--- src/rtl/typedefs_pkg.sv ---
// Shared type definitions for the ALU datapath.
//   aluop_sel_t     : 4-bit ALU operation select; encodings 10..15 are illegal
//   is_legal_aluop(): true for the ten defined operations, shared with the decoder
package typedefs_pkg;

  localparam int ALUOP_W = 4;

  typedef enum logic [ALUOP_W-1:0] {
    ALU_AND  = 4'd0,
    ALU_OR   = 4'd1,
    ALU_ADD  = 4'd2,
    ALU_SUB  = 4'd3,
    ALU_XOR  = 4'd4,
    ALU_SLT  = 4'd5,
    ALU_SLTU = 4'd6,
    ALU_SLL  = 4'd7,
    ALU_SRL  = 4'd8,
    ALU_SRA  = 4'd9
  } aluop_sel_t;

  function automatic logic is_legal_aluop(aluop_sel_t sel);
    case (sel)
      ALU_AND, ALU_OR, ALU_ADD, ALU_SUB, ALU_XOR,
      ALU_SLT, ALU_SLTU, ALU_SLL, ALU_SRL, ALU_SRA: return 1'b1;
      default:                                      return 1'b0;
    endcase
  endfunction

endpackage

--- src/rtl/alu.sv ---
// Combinational ALU.
//   a, b  in  DWIDTH   operands (signed views used for SLT/SRA)
//   sel   in  aluop_sel_t operation select
//   res   out DWIDTH   result; 0 for an illegal select (never X)
//   is_0  out 1        result-is-zero flag
import typedefs_pkg::*;

module alu #(
  parameter int DWIDTH = 32
) (
  input  logic [DWIDTH-1:0] a,
  input  logic [DWIDTH-1:0] b,
  input  aluop_sel_t        sel,
  output logic [DWIDTH-1:0] res,
  output logic              is_0
);

  localparam int SHW = $clog2(DWIDTH);

  logic signed [DWIDTH-1:0] a_s;
  logic signed [DWIDTH-1:0] b_s;
  logic        [SHW-1:0]    shamt;

  assign a_s   = a;
  assign b_s   = b;
  assign shamt = b[SHW-1:0];

  always_comb begin
    res = '0;
    case (sel)
      ALU_AND:  res = a & b;
      ALU_OR:   res = a | b;
      ALU_ADD:  res = a + b;
      ALU_SUB:  res = a - b;
      ALU_XOR:  res = a ^ b;
      ALU_SLT:  res = {{(DWIDTH-1){1'b0}}, (a_s < b_s)};
      ALU_SLTU: res = {{(DWIDTH-1){1'b0}}, (a < b)};
      ALU_SLL:  res = a << shamt;
      ALU_SRL:  res = a >> shamt;
      ALU_SRA:  res = a_s >>> shamt;
      default:  res = '0;
    endcase
  end

  assign is_0 = (res == '0);

endmodule

--- src/rtl/alu_arbiter.sv ---
// Round-robin arbiter sharing one ALU between NREQ requesters, with a
// one-entry registered response buffer (valid/ready) tagged by requester id.
// Optional feature macro: ALU_ARB_PERF_EN adds perf_clr / grant_cnt
// (per-requester saturating accepted-op counters).
//   clk, rst               clock, synchronous active-high reset
//   req_valid/req_ready    per-requester handshake (ready is one-hot or zero)
//   req_src1/req_src2      packed per-requester operands
//   req_sel                per-requester ALU operation select
//   rsp_valid/rsp_ready    response handshake
//   rsp_res/rsp_is_0       registered ALU result and zero flag
//   rsp_id/rsp_err         issuing requester index, illegal-select flag
//   perf_clr/grant_cnt     counter clear and counters (ALU_ARB_PERF_EN only)
import typedefs_pkg::*;

module alu_arbiter #(
  parameter  int DWIDTH = 32,
  parameter  int NREQ   = 2,
  parameter  int CNTW   = 16,
  localparam int IDW    = $clog2(NREQ)
) (
  input  logic                         clk,
  input  logic                         rst,
  input  logic [NREQ-1:0]              req_valid,
  output logic [NREQ-1:0]              req_ready,
  input  logic [NREQ-1:0][DWIDTH-1:0]  req_src1,
  input  logic [NREQ-1:0][DWIDTH-1:0]  req_src2,
  input  aluop_sel_t [NREQ-1:0]        req_sel,
  output logic                         rsp_valid,
  input  logic                         rsp_ready,
  output logic [DWIDTH-1:0]            rsp_res,
  output logic                         rsp_is_0,
  output logic [IDW-1:0]               rsp_id,
  output logic                         rsp_err
`ifdef ALU_ARB_PERF_EN
  ,
  input  logic                         perf_clr,
  output logic [NREQ-1:0][CNTW-1:0]    grant_cnt
`endif
);

  logic                slot_free_p0;
  logic                any_vld_p0;
  logic                hs_p0;
  int                  cand_p0;
  logic [IDW-1:0]      gnt_id_p0;
  logic [NREQ-1:0]     gnt_oh_p0;
  logic [DWIDTH-1:0]   src1_p0;
  logic [DWIDTH-1:0]   src2_p0;
  aluop_sel_t          sel_p0;
  logic [DWIDTH-1:0]   alu_res_p0;
  logic                alu_is0_p0;

  logic                vld_p1;
  logic [DWIDTH-1:0]   rsp_res_p1;
  logic                rsp_is0_p1;
  logic [IDW-1:0]      rsp_id_p1;
  logic                rsp_err_p1;
  logic [IDW-1:0]      last_p1;

  // ---- stage p0: round-robin pick, operand mux, ALU ----
  assign slot_free_p0 = !vld_p1 || rsp_ready;

  always_comb begin
    any_vld_p0 = 1'b0;
    gnt_id_p0  = '0;
    cand_p0    = 0;
    for (int k = 1; k <= NREQ; k++) begin
      cand_p0 = (int'(last_p1) + k) % NREQ;
      if (!any_vld_p0 && req_valid[IDW'(cand_p0)]) begin
        any_vld_p0 = 1'b1;
        gnt_id_p0  = IDW'(cand_p0);
      end
    end
  end

  assign hs_p0 = slot_free_p0 && any_vld_p0 && !rst;

  always_comb begin
    gnt_oh_p0 = '0;
    if (hs_p0) gnt_oh_p0[gnt_id_p0] = 1'b1;
  end

  assign req_ready = gnt_oh_p0;
  assign src1_p0   = req_src1[gnt_id_p0];
  assign src2_p0   = req_src2[gnt_id_p0];
  assign sel_p0    = req_sel[gnt_id_p0];

  alu #(
    .DWIDTH (DWIDTH)
  ) u_alu (
    .a    (src1_p0),
    .b    (src2_p0),
    .sel  (sel_p0),
    .res  (alu_res_p0),
    .is_0 (alu_is0_p0)
  );

  // ---- stage p1: response buffer and round-robin pointer ----
  always_ff @(posedge clk) begin
    if (rst) begin
      vld_p1     <= 1'b0;
      rsp_res_p1 <= '0;
      rsp_is0_p1 <= 1'b0;
      rsp_id_p1  <= '0;
      rsp_err_p1 <= 1'b0;
      last_p1    <= IDW'(NREQ - 1);
    end else if (hs_p0) begin
      vld_p1     <= 1'b1;
      rsp_res_p1 <= alu_res_p0;
      rsp_is0_p1 <= alu_is0_p0;
      rsp_id_p1  <= gnt_id_p0;
      rsp_err_p1 <= !is_legal_aluop(sel_p0);
      last_p1    <= gnt_id_p0;
    end else if (rsp_ready) begin
      vld_p1     <= 1'b0;
    end
  end

  assign rsp_valid = vld_p1;
  assign rsp_res   = rsp_res_p1;
  assign rsp_is_0  = rsp_is0_p1;
  assign rsp_id    = rsp_id_p1;
  assign rsp_err   = rsp_err_p1;

`ifdef ALU_ARB_PERF_EN
  function automatic logic [CNTW-1:0] sat_inc(input logic [CNTW-1:0] v);
    return (&v) ? v : v + 1'b1;
  endfunction

  always_ff @(posedge clk) begin
    if (rst || perf_clr) begin
      grant_cnt <= '0;
    end else begin
      for (int i = 0; i < NREQ; i++) begin
        if (gnt_oh_p0[i]) grant_cnt[i] <= sat_inc(grant_cnt[i]);
      end
    end
  end
`endif

endmodule

--- config.mk ---
export PLATFORM = sky130hd
export DESIGN_NAME = alu_arbiter
export DESIGN_NICKNAME = d
export VERILOG_FILES = /design/src/rtl/typedefs_pkg.sv /design/src/rtl/alu.sv /design/src/rtl/alu_arbiter.sv
export SDC_FILE = /design/constraint.sdc
export NUM_CORES = 1
export LEC_CHECK = 0
export CAP_MARGIN = 25
export CORE_ASPECT_RATIO = 1.4
export CORE_MARGIN = 5
export CORE_UTILIZATION = 50
export CTS_CLUSTER_DIAMETER = 40
export DETAILED_ROUTE_END_ITERATION = 10
export DONT_BUFFER_PORTS = 1
export GPL_TIMING_DRIVEN = 0
export PLACE_DENSITY = 0.68
export SLEW_MARGIN = 10
export SYNTH_ARGS = -nofsm -noshare
export SYNTH_HDL_FRONTEND = slang
export SYNTH_HIERARCHICAL = 1
export SYNTH_SLANG_ARGS = --single-unit
--- constraint.sdc ---
create_clock -name clk -period 6.4 [get_ports clk]
set_input_delay 0.64 -clock clk [delete_from_list [all_inputs] [get_ports clk]]
set_output_delay 0.64 -clock clk [all_outputs]
set_load 0.02 [all_outputs]
==> Yosys cells after proc, flatten, opt, wreduce, memory -nomap -nowiden <==
Memories as Yosys holds them, arrays and structs flattened.
Cells that the tools add are included.
{ "classes": {"add_sub_neg": 4, "n_mul": 0, "div": 0, "n_lt_le_gt_ge": 6, "eq_ne": 9, "shift": 3, "muxes": 22, "bitwise": 3, "reduce_logical": 12} }
{ "ops": {"columns": ["op", "n"], "rows": [
  ["$pmux W32 S10", 1],
  ["$mux W32", 4],
  ["$lt A32 B32 Y1", 2],
  ["$add A32 B32 Y32", 1],
  ["$and A32 B32 Y32", 1],
  ["$logic_not A32 Y1", 1],
  ["$or A32 B32 Y32", 1],
  ["$shl A32 B5 Y32", 1],
  ["$shr A32 B5 Y32", 1],
  ["$sshr A32 B5 Y32", 1],
  ["$sub A32 B32 Y32", 1],
  ["$xor A32 B32 Y32", 1],
  ["$eq A4 B3 Y1 const B", 4],
  ["$mux W1", 13],
  ["$eq A4 B2 Y1 const B", 2],
  ["$eq A4 B4 Y1 const B", 2],
  ["$mux W4", 2],
  ["$lt A1 B3 Y1 const B", 2],
  ["$eq A4 B1 Y1 const B", 1],
  ["$logic_and A1 B1 Y1", 4],
  ["$logic_not A1 Y1", 4],
  ["$logic_not A4 Y1", 1],
  ["$add A1 B1 Y1 const B", 2],
  ["$lt A1 B2 Y1 const B", 1],
  ["other kinds (5)", 5]
]} }
{ "totals": {"register_bits": 37, "latch_bits": 0, "mem_bits_rw": 0, "romBits": 16, "in_bits": 141, "word_cells": 66, "n_memories": 1} }
{ "mem_list": {"columns": ["memory", "words", "word_bits", "rd", "rd_clocked_by_memory_dff", "wr", "line_no", "text"], "rows": [
  ["(no name shown)", 16, 1, 1, 0, 0, "typedefs_pkg.sv:22", "case (sel)"]
]} }

==> Logic depth before layout (Yosys ltp) <==
An unclocked memory read counts as a cell.
{ "logic_depth": {"depth_word": 14, "ltp_mapped": 28, "ltp_nobuf": 19} }

==> Hierarchy <==
The synthesis kept the hierarchy.
{ "modules_own_cells": {"columns": ["mod", "instances", "cells_per_inst", "area_per_inst_um2", "seq_area_each_um2"], "rows": [
  ["alu", 1, 1328, 9268.9, 0.0],
  ["alu_arbiter", 1, 251, 2342.2, 740.7]
]} }

==> Worst setup path after synthesis <==
Ideal clock, no wire load.
{ "synth_path": {"path_kind": "input-to-reg", "start": "input port req_valid[0]", "end": "register rsp_is0_p1 (netlist: rsp_is_0)", "setup_ps": 70, "arrival_time_ps": 6879, "setup_slack_ps": -549, "stages": 26, "path_cell_list": "buf_4 > nand2b_1 > buf_6 > buf_6 > buf_6 > mux2_4 > inv_1 > clkbuf_1 > clkbuf_1 > buf_1 > clkbuf_1 > ha_1 > clkbuf_1 > a21o_1 > a221o_1 > a21oi_1 > o221a_2 > a311oi_1 > or4_1 > nor2_1 > or4b_1 > or4b_1 > or4_1 > nor4_2 > nand3_1 > a21oi_1"} }
{ "synth_via": {"elab_chain_len": 11} }
{ "synth_lines": {"columns": ["item", "line_no", "text"], "rows": [
  ["start: declaration", "alu_arbiter.sv:23", "input logic [NREQ-1:0] req_valid,"],
  ["$mux W1 (implied by the code) (2 in series)", "alu_arbiter.sv:69", "if (!any_vld_p0 && req_valid[IDW'(cand_p0)]) begin"],
  ["$mux W1", "alu_arbiter.sv:69", null],
  ["$logic_not A1 Y1", "alu_arbiter.sv:69", null],
  ["$logic_and A1 B1 Y1", "alu_arbiter.sv:69", null],
  ["$mux W1 *", "alu_arbiter.sv:69", null],
  ["$mux W32 (implied by the code) * (2 in series)", "alu_arbiter.sv:85", "assign src2_p0 = req_src2[gnt_id_p0];"],
  ["named net src2_p0[2]", "alu_arbiter.sv:48", "logic [DWIDTH-1:0] src2_p0;"],
  ["$sub A32 B32 Y32 (tied with other cells)", "alu.sv:34", "ALU_SUB: res = a - b;"],
  ["$pmux W32 S10 *", "alu.sv:30", "case (sel)"],
  ["named net alu_res_p0[10]", "alu_arbiter.sv:50", "logic [DWIDTH-1:0] alu_res_p0;"],
  ["$logic_not A32 Y1 *", "alu.sv:45", "assign is_0 = (res == '0);"],
  ["named net alu_is0_p0", "alu_arbiter.sv:51", "logic alu_is0_p0;"],
  ["end signal: assignment", "alu_arbiter.sv:110", "rsp_is0_p1 <= alu_is0_p0;"],
  ["end: declaration", "alu_arbiter.sv:55", "logic rsp_is0_p1;"]
]} }
The timed path passes the listed nets; every way through them passes the cells marked *. The select of a mux whose other input is x is not followed.
A chain may end at the register's enable or synchronous reset.

==> Worst setup path in the final report <==
{ "layout_path": {"start": "input port req_valid[0]", "end": "register rsp_is0_p1 (netlist: rsp_is_0)"} }
{ "layout_via": {"elab_chain_len": 11} }
{ "layout_lines": {"columns": ["item", "line_no", "text"], "rows": [
  ["$mux W1 (implied by the code) (2 in series)", "alu_arbiter.sv:69", null],
  ["$mux W1", "alu_arbiter.sv:69", null],
  ["$logic_not A1 Y1", "alu_arbiter.sv:69", null],
  ["$logic_and A1 B1 Y1", "alu_arbiter.sv:69", null],
  ["$mux W1 *", "alu_arbiter.sv:69", null],
  ["$mux W4 (implied by the code) * (2 in series)", "alu_arbiter.sv:86", "assign sel_p0 = req_sel[gnt_id_p0];"],
  ["named net sel_p0[0]", "alu_arbiter.sv:49", "aluop_sel_t sel_p0;"],
  ["$eq A4 B4 Y1 (tied with other cells)", "alu.sv:30", null],
  ["$pmux W32 S10 *", "alu.sv:30", null],
  ["$logic_not A32 Y1 *", "alu.sv:45", null],
  ["named net alu_is0_p0", "alu_arbiter.sv:51", null]
]} }
Marks and branches as above.

==> Flow_metrics.wiki <==
{| class="wikitable"
! Metric !! Value
|-
| Detail-routed via count per cell || 7.43
|-
| CTS Root Buffer Type || clkbuf_16
|-
| Share of total power consumed by net switching || 54.9%
|-
| Crit path capture type || register
|-
| Setup WS post-layout || -0.0832 ns
|-
| Clock tree buffer depth || 2
|-
| Post-Syn Nets || approximately 1800
|-
| Max-capacitance violation count || 0
|-
| Headroom to the max-slew limit || 26.0%
|-
| Worst supply voltage drop on vdd || between 0.0002 and 0.00025 V
|-
| Register area share after synthesis || 6.38%
|-
| DR iter-0 viols || around 1900
|-
| Metal2 WL || roughly 28 mm
|-
| Standard-cell row count || 66
|-
| Cell area after synthesis || 11600 µm²
|-
| R2r startpoint || last_p1
|-
| Min Hold Slack || about 0.54 ns
|-
| Post-synth ARST share || 0%
|-
| Multi-input gate area in the final layout || approximately 10000 µm²
|-
| Largest fanout of any net on the critical path || 10
|-
| TritonCTS clock tree || built
|-
| End point of the most critical hold path || last_p1
|-
| Detailed-route wire length || slightly above 60 mm
|-
| GRT Residual Overflow || 0
|-
| Final net count || 1847
|-
| Die area || 26400 µm²
|-
| Vias || 14200
|-
| Core footprint || 23000 µm²
|-
| Wire length of the first global-routing pass || roughly 90 mm
|-
| Worst clock skew || 0.00963 ns
|-
| CP Launch Type || primary input
|-
| Antenna cell count || 0
|-
| Die Y-Extent || 190 µm
|-
| Number of buffer cells added on primary ports || 0
|-
| Clk sinks || 37
|-
| Number of buffers created by CTS || 5
|-
| Highest signal layer in the routed design || met5
|-
| Worst reg-to-reg path cell count || 19
|-
| P per Cell Area || around 180 nW/µm²
|-
| Portion of the clock cycle consumed by the worst path in the final layout || 101%
|-
| Routed wl met3 || 6.16 mm
|-
| # H-tree levels || 2
|-
| Cells after Synth || 1579
|-
| Layout filler cell count || approximately 2300
|-
| Reg-to-reg setup timing slack || 0.02 ns
|-
| FF+latch area || 741 µm²
|-
| Drt drc || 0
|-
| Number of failing hold endpoints at the final stage || 0
|-
| Mean Syn Cell Area || 7.35 µm²
|-
| Hold Path Class || reg2reg
|-
| Worst hold path stage count || 2
|-
| Slew at the pin closest to its max-slew limit || 1.10 ns
|-
| Share of cells above drive strength 1 || ~17%
|-
| Non-filler instance count after layout || 1909
|-
| Total Power Consumption || 2270 µW
|-
| Internal power consumption || 1020 µW
|-
| Required time worst endpoint || 6.62 ns
|-
| Synth Register Bits || 37
|-
| Detailed-router iteration count before antenna repair || 8
|-
| Clock network power share || approximately 13%
|-
| Pin count of the biggest net entering global routing || 29
|-
| Combinational power share || 74.5%
|-
| Warnings from Yosys || 6
|-
| Post-detailed-route count of antenna-violating nets || 0
|-
| Detailed Place HPWL || 50.0 mm
|-
| Violations in the final reports || negative setup slack
|-
| P_leak || 0.00522 µW
|-
| Number of buffers added to fix hold violations after cts || 0
|-
| Post-route met1 wirelength || 20.9 mm
|-
| Routed wirelength normalized by instance count || 32.4 µm
|-
| Number of I/O pins || 179
|-
| Sw Pwr || ~1200 µW
|-
| Run status || complete, but fails checks
|-
| Reg power frac || between 10% and 20%
|-
| Maximum operating frequency || about 150 MHz
|-
| Die width || 139 µm
|-
| Number of pins exceeding their max-slew limit in the final report || 0
|-
| Placed Cells || about 1900
|-
| Final RePlAce weighted congestion || ~1.1
|-
| Count of cell types in the netlist || 87
|-
| Crit Path Category || in2reg
|-
| Worst Path Arrival || around 6.7 ns
|-
| Initial antenna violation count || 1
|-
| Worst-skew pair later-pin latency || 0.29 ns
|-
| Start point of the worst hold path || last_p1
|-
| Starting density of the core || roughly 50%
|-
| Clock transition at the register clock pins on the worst setup and hold paths after CTS || roughly 0.06 ns
|-
| Overall track demand over capacity in global routing || a little over two fifths
|-
| Total setup violations reported at the end of the flow || 1
|-
| Layout area overhead || 9.15%
|-
| Flip-flop cell with the highest count after synthesis || dfxtp_1
|-
| Vias in the first global route || 13800
|-
| Crit path time final || approximately 6.5 ns
|-
| End of the worst register-to-register path || rsp_is_0
|-
| EDFF count, synth || 0
|}
## power groups by stage
stage / sequential, µW / clock, µW / combinational [µW]
2_1_floorplan: 287 / 0 / 1030
3_3_place_gp: 292 / 0 / 1520
3_5_place_dp: 292 / 0 / 1520
4_1_cts: 287 / 290 / 1570
5_1_grt: 289 / 298 / 1750
6_report: 287 / 291 / 1690
## per-stage QoR
stage	utilization, %	TNS (ns)	cell area (µm²)	worst slack [ns]
3_3_place_gp	52.1	-21.15	12000	-2.30
2_1_floorplan	-	0	11600	0.0279
3_5_place_dp	52.3	-15.90	12000	-2.18
5_1_grt	55.0	-0.146	12700	-0.146
4_1_cts	54.2	0	12500	0.00910
6_report	55.0	-0.0832	12700	-0.0832
## layer usage
layer  vias up  GRT usage (%)
met5         -              0
li1       6004              -
met4         2           37.1
met2      1170           72.5
met3       399           8.20
met1      6613           48.6
## cell usage in the layout (no fill, tap or decap), types with 10 or more instances in the layout
cell      Yosys  routed
a211o_1      11      11
a211oi_1     16      13
a21o_1       20      20
a21oi_1     142     138
a221oi_1     22      19
a22oi_1      14      14
a31oi_1      14      13
and2_1       10      10
buf_2        20      20
buf_4         2      17
clkbuf_1     86      70
dfxtp_1      37      37
ha_1        102     101
inv_1       104     103
mux2_2       78      78
mux2_4       23      23
mux2i_1      65      65
mux4_2       37      37
nand2_1     108     108
nand2b_1     16      16
nand3_1      69      69
nand4_1      13      13
nor2_1      131     131
nor3_1       32      29
nor4_1       18      16
o211ai_1     31      31
o21ai_0     106     103
o21bai_1     13      13
o22ai_1      18      17
o31ai_1      20      18
xnor2_1      11      11
## cell families after synthesis
family	after synthesis	share of synthesized area (%)
mux	205	23.8
simple gates	457	19.0
xor+xnor	15	1.13
buf+inv	233	8.35
fa+ha+maj	104	11.3
compound gates	528	30.1
flops	37	6.38
## final cells by class
class                      instances  share of cell area (%)
buffer                           122                    5.67
clock buffer                       6                    1.10
clock inverter                     2                   0.296
inverter                         106                    3.17
multi-input combinational       1309                    79.6
sequential                        37                    5.84
tap                              306                    3.02
timing repair buffer              21                    1.30
## worst max path at each step
| stage | slack, ns | end | from |
|---|---|---|---|
| floorplan | 0.03 | rsp_is_0 | req_valid[0] |
| global placement | -2.30 | rsp_is_0 | req_valid[0] |
| detailed placement | -2.18 | rsp_is_0 | req_valid[0] |
| CTS | 0.009 | rsp_is_0 | req_valid[0] |
| global route | -0.15 | rsp_is_0 | req_valid[0] |
| finish | -0.08 | rsp_is_0 | req_valid[0] |
## state kept, by name (all words and copies together) (netlist names)
register	cells
last_p1	1
rsp_err	1
rsp_id	1
rsp_is_0	1
rsp_res	32
rsp_valid	1
## synthesized netlist by cell type (11+ instances only)
cell type | count | area, µm²
a22oi_1 | 14 | 105
nor3_1 | 32 | 160
a21oi_1 | 142 | 711
nand4_1 | 13 | 81.3
xnor2_1 | 11 | 96.3
nor2_1 | 131 | 492
buf_1 | 11 | 41.3
a31oi_1 | 14 | 87.6
ha_1 | 102 | 1280
mux4_2 | 37 | 833
mux2_2 | 78 | 878
o31ai_1 | 20 | 150
mux2_4 | 23 | 345
nand3_1 | 69 | 345
inv_1 | 104 | 390
a211o_1 | 11 | 96.3
o22ai_1 | 18 | 113
a221oi_1 | 22 | 193
nand2b_1 | 16 | 100
clkbuf_1 | 86 | 323
buf_2 | 20 | 100
dfxtp_1 | 37 | 741
nand2_1 | 108 | 405
mux2i_1 | 65 | 651
o21ai_0 | 106 | 531
a211oi_1 | 16 | 120
o211ai_1 | 31 | 233
a21o_1 | 20 | 150
nor4_1 | 18 | 113
o21bai_1 | 13 | 97.6
## critical path, stage by stage
cell,delay [ns]
buf_4,0.15
nand2b_1,0.09
buf_6,0.17
buf_2,0.31
mux2_2,0.33
clkbuf_1,0.56
clkbuf_2,0.42
clkbuf_2,0.43
clkbuf_2,0.50
a21oi_1,0.27
a32oi_1,0.22
o21a_1,0.18
o21ai_0,0.30
nor4b_1,0.65
nand4bb_4,0.18
nor4_2,0.32
nand4b_1,0.21
nor4_4,0.41
nand3_1,0.17
a21oi_2,0.16
## timing repair
action,4_1_cts,5_1_grt
cloned,0,1
setup endpoints to repair,19,2
pin swaps,10,5
hold endpoints to repair,0,0
resized for setup,64,39
buffers inserted,13,1
Power figures use the tool's default switching activity.
